$ cat config.mk
export PLATFORM = sky130hd
export DESIGN_NAME = imm_decode_ctrl
export DESIGN_NICKNAME = d
export VERILOG_FILES = /design/src/rtl/imm_decode_ctrl.sv
export SDC_FILE = /design/constraint.sdc
export NUM_CORES = 1
export LEC_CHECK = 0
export CORE_ASPECT_RATIO = 0.7
export CORE_UTILIZATION = 45
export CTS_CLUSTER_SIZE = 12
export DETAILED_ROUTE_END_ITERATION = 7
export PLACE_DENSITY = 0.83
export SYNTH_ARGS = -nofsm -noshare
export SYNTH_HDL_FRONTEND = slang
export SYNTH_SLANG_ARGS = --single-unit
$ cat constraint.sdc
create_clock -name clk -period 1.8 [get_ports clk]
set_input_delay 0.36 -clock clk [delete_from_list [all_inputs] [get_ports clk]]
set_output_delay 0.36 -clock clk [all_outputs]
set_load 0.03 [all_outputs]
$ cat src/rtl/imm_decode_ctrl.sv
// Decode-stage controller: classifies fetched instructions into an immediate-type
// select and buffers them in a 2-entry skid buffer. Optional counters: IMM_DECODE_CTRL_PERF_EN.
module imm_decode_ctrl #(
  parameter int INST_WIDTH   = 32,
  parameter int IMM_TYPE_NUM = 4,
  parameter int PC_WIDTH     = 64
) (
  input  logic                            clk,
  input  logic                            rst_n,
  input  logic                            in_valid,
  output logic                            in_ready,
  input  logic [INST_WIDTH-1:0]           in_inst,
  input  logic [PC_WIDTH-1:0]             in_pc,
  input  logic                            flush,
  output logic                            out_valid,
  input  logic                            out_ready,
  output logic [INST_WIDTH-1:0]           out_inst,
  output logic [PC_WIDTH-1:0]             out_pc,
  output logic [$clog2(IMM_TYPE_NUM)-1:0] out_imm_type,
  output logic                            out_has_imm,
  output logic                            out_illegal
`ifdef IMM_DECODE_CTRL_PERF_EN
  ,
  input  logic                            perf_clr,
  output logic [31:0]                     perf_stall_cnt,
  output logic [31:0]                     perf_full_cnt
`endif
);

  localparam int TW = $clog2(IMM_TYPE_NUM);
  localparam int PW = INST_WIDTH + PC_WIDTH + TW + 2;

  logic [TW-1:0] cls_type;
  logic          cls_has_imm;
  logic          cls_illegal;
  logic [6:0]    opcode;
  logic [2:0]    funct3;
  logic          is_shift_f3;

  assign opcode      = in_inst[6:0];
  assign funct3      = in_inst[14:12];
  assign is_shift_f3 = (funct3 == 3'b001) || (funct3 == 3'b101);

  always_comb begin
    cls_type    = TW'(0);
    cls_has_imm = 1'b0;
    cls_illegal = 1'b0;
    case (opcode)
      7'b0000011, 7'b1100111: cls_has_imm = 1'b1;
      7'b0010011, 7'b0011011: begin
        cls_has_imm = 1'b1;
        cls_type    = is_shift_f3 ? TW'(1) : TW'(0);
      end
      7'b0100011: begin
        cls_has_imm = 1'b1;
        cls_type    = TW'(2);
      end
      7'b0110111, 7'b0010111: begin
        cls_has_imm = 1'b1;
        cls_type    = TW'(3);
      end
      default: cls_illegal = (in_inst[1:0] != 2'b11);
    endcase
  end

  // Payload layout: {inst, pc, imm_type, has_imm, illegal}
  logic [PW-1:0] new_pl;
  logic [PW-1:0] h_pl_q, h_pl_d, s_pl_q, s_pl_d;
  logic          h_vld_q, h_vld_d, s_vld_q, s_vld_d;
  logic          in_ready_q, in_ready_d;
  logic          acc, deq;

  assign new_pl = {in_inst, in_pc, cls_type, cls_has_imm, cls_illegal};
  assign acc    = in_valid && in_ready_q;
  assign deq    = h_vld_q && out_ready;

  always_comb begin
    h_vld_d = h_vld_q;
    s_vld_d = s_vld_q;
    h_pl_d  = h_pl_q;
    s_pl_d  = s_pl_q;
    if (flush) begin
      h_vld_d = 1'b0;
      s_vld_d = 1'b0;
    end else if (!h_vld_q) begin
      if (acc) begin
        h_vld_d = 1'b1;
        h_pl_d  = new_pl;
      end
    end else if (!s_vld_q) begin
      if (acc && deq) begin
        h_pl_d = new_pl;
      end else if (acc) begin
        s_vld_d = 1'b1;
        s_pl_d  = new_pl;
      end else if (deq) begin
        h_vld_d = 1'b0;
      end
    end else if (deq) begin
      // Full buffer never accepts, so only the skid-to-head move is possible
      h_pl_d  = s_pl_q;
      s_vld_d = 1'b0;
    end
    in_ready_d = !(h_vld_d && s_vld_d);
  end

  always_ff @(posedge clk or negedge rst_n) begin
    if (!rst_n) begin
      h_vld_q    <= 1'b0;
      s_vld_q    <= 1'b0;
      h_pl_q     <= '0;
      s_pl_q     <= '0;
      in_ready_q <= 1'b1;
    end else begin
      h_vld_q    <= h_vld_d;
      s_vld_q    <= s_vld_d;
      h_pl_q     <= h_pl_d;
      s_pl_q     <= s_pl_d;
      in_ready_q <= in_ready_d;
    end
  end

  assign in_ready     = in_ready_q;
  assign out_valid    = h_vld_q;
  assign out_inst     = h_pl_q[PW-1 -: INST_WIDTH];
  assign out_pc       = h_pl_q[TW+2 +: PC_WIDTH];
  assign out_imm_type = h_pl_q[2 +: TW];
  assign out_has_imm  = h_pl_q[1];
  assign out_illegal  = h_pl_q[0];

`ifdef IMM_DECODE_CTRL_PERF_EN
  logic [31:0] stall_cnt_q, full_cnt_q;

  always_ff @(posedge clk or negedge rst_n) begin
    if (!rst_n) begin
      stall_cnt_q <= '0;
      full_cnt_q  <= '0;
    end else if (perf_clr) begin
      stall_cnt_q <= '0;
      full_cnt_q  <= '0;
    end else begin
      if (h_vld_q && !out_ready && (stall_cnt_q != 32'hFFFF_FFFF))
        stall_cnt_q <= stall_cnt_q + 32'd1;
      if (in_valid && !in_ready_q && (full_cnt_q != 32'hFFFF_FFFF))
        full_cnt_q <= full_cnt_q + 32'd1;
    end
  end

  assign perf_stall_cnt = stall_cnt_q;
  assign perf_full_cnt  = full_cnt_q;
`endif

endmodule

==> results.toml <==
[critical_path]
cpPeakStageDelay_ns = 0.53
required_ns = 2.16
cp.arrival_ns = 2.23
start_kind = "register"
cpMaxStageDelayCell = "dfstp_2"
crit_fanout = 48
cp_cell_sequence = "nand2_2 > or4b_4 > buf_12 > mux2_4"
cp_num_buf_inv = 1
end_kind = "register"
crit_type = "reg -> reg"
worst_path_dominant_cell_family = "simple AND/OR/NAND/NOR gates"

[logic_synthesis]
synth_top_area_share_pct = 57.6
ys_ff_latch = 203
syn_area_mm2 = 0.00878
synth_top_cell_by_area = "dfrtp_1"
synth_cell_types = 31
async_flop_share_pct = 100
synth_edf_count = 0
syn_inst = 676
synth_most_common_cell = "dfrtp_1"
ys_warn_count = 0
syn_nets = 777
avgSynthCellArea_um2 = 13.0
ys_seq_area_share_pct = 57.9
synth_ff_type = "dfrtp_1"
synthTopCellsByArea = "dfrtp_1, mux2_4, mux2i_1"
yosys-top-cells-count = "dfrtp_1, nor2_1, a21oi_1, mux2i_1, mux2_4"

[timing]
maxSlewHeadroom_pct = 68.1
setup_viol = 68
rsz0062_at_grt = "true"
slew_viol_final = 0
fmax_mhz = 535
period_needed_ns = 1.87
skew_ns = 0.00776
layout_setup_ws_ns = -0.0693
fin_crit_sh_pct = 104
finalHoldViolations = 0
worstMarginPinSlew_ns = 0.479
finalSetupTns_ns = -2.80

[flow_run]
cap_violations = 0

[global_routing]
track_usage_pct = 20.1
grt_pass1_vias = 6112
grt_pass1_wl_um = 32300
grt_max_degree = 54
antenna_found_initial = 0
grt_overflow = 0

[floorplan]
die-area_mm2 = 0.0201
io_pins = 203
start_util_pct = 46.1
design.core.area_mm2 = 0.0190
die_h_um = 119
die_x_um = 169
core.rowCount = 42

[cts]
cts_buffer_depth = 3
cts_buffers = 21
path_clk_slew_ns = 0.06
cts_sinks = 203
cts_tree = "built"
clock_latency_ns = 0.48
htree_levels = 1
cts_root_buffer = "clkbuf_16"

[placement]
dp_hpwl_um = 13400
place_congestion = 0.800
placed_cell_area_mm2 = 0.0114
dp_slack_ns = -0.456
io_buffers = 202

[final_layout]
multi_input_area_mm2 = 0.00347
final_area_mm2 = 0.0120
area_growth_syn_to_layout_pct = 37.0
num_antenna_cells = 0
fin_nets = 1012
regArea_mm2 = 0.00508
drive_gt1_share_pct = 19.9
postLayoutCoreUtil_pct = 63.2
num-fill-cells = 1470

[route]
drtPass1Iterations = 6
drt_iter0_markers = 358
wirelength_um = 20300
wire_per_inst_um = 17.2
drc_errors = 0
routed_via_density = 5.11
postRouteAntennaNets = 0
num_vias = 6049

[power_and_ir_drop]
power.total_w = 0.0134
peakVddDrop_mv = 0.541
p_leak_nw = 6.07
power_density_mw_per_mm2 = 1120

[min_path]
hp-class = "in -> async"

[run_status]
status = "finished with violations"
violations = "setup timing"
where the power goes:
| part | switching (W) | total (W) | internal, W | leakage [nW] |
|---|---|---|---|---|
| clock | 0.00163 | 0.00385 | 0.00222 | 0.284 |
| combinational | 0.00172 | 0.00341 | 0.00168 | 3.41 |
| sequential | 0.000586 | 0.00615 | 0.00557 | 2.37 |
| total | 0.00394 | 0.0134 | 0.00947 | 6.07 |
metal layers:
metal / vias to the layer above / GRT usage (%) / routed length (um)
met4: 0 / 3.81 / 326
met2: 167 / 29.8 / 8690
met3: 26 / 4.62 / 1210
li1: 2847 / - / -
met1: 3009 / 30.2 / 10100
met5: - / 0 / 0
metrics by stage:
step,hold slack [ns],instances
after floorplan,0.0644,676
after global placement,0.369,1146
after detailed placement,0.368,1146
after CTS,0.418,1179
after global routing,0.451,1184
final,0.425,1184
worst register-to-register path, delay by kind of cell (launching register included):
family                 cells  cell delay (ns)
and+or+nand+nor            2             0.59
DFF                        1             0.53
muxes                      1             0.39
buffers and inverters      1             0.24
path summary, 6_finish.rpt:
kind                            startpoint          to  slack [ns]  depth (start not counted)
worst max-delay path              in_ready  s_pl_q[90]       -0.07                          4
worst min-delay path                 rst_n  h_pl_q[45]        0.42                          2
worst max register to register    in_ready  s_pl_q[90]       -0.07                          4
worst min register to register   s_pl_q[1]   s_pl_q[1]        0.49                          2
max in group asynchronous            rst_n  s_pl_q[85]        0.78                          3
min in group clk                 s_pl_q[1]   s_pl_q[1]        0.49                          2
cell families after synthesis:
group	synth area share, %
flip-flops	57.9
multiplexers	27.0
AND/OR/NAND/NOR	5.53
AO/OA/AOI/OAI	6.76
buffers and inverters	2.81
state kept, by name (all words and copies together) (netlist names):
register	cells
h_pl_q	100
out_valid	1
s_pl_q	100
s_vld_q	1
in_ready	1
cell usage in the layout (no fill, tap or decap), types with 22 or more instances in the layout:
cell type and instances:
mux2_2 22, dlygate4sd2_1 100, a21oi_1 98, dfrtp_1 201, mux2i_1 98, mux2_4 76, clkdlybuf4s50_1 99, nor2_1 100
clkbuf_16 24, buf_4 31
area by class of cell:
type                       count  share of cell area (%)
sequential                   203                    42.3
multi-input combinational    427                    28.9
timing repair buffer         256                    21.2
clock buffer                  32                    4.88
tap                          264                    2.75
inverter                       2                  0.0624
what timing repair did:
action | in CTS | in global routing
gates resized for setup | 104 | 14
endpoints found under the hold margin | 45 | 0
hold buffers | 1 | 0
setup endpoints to repair | 168 | 103
pin swaps | 0 | 1
setup buffers | 0 | 2
cloned | 0 | 3
Note: power is estimated with default switching activity, not from simulation.
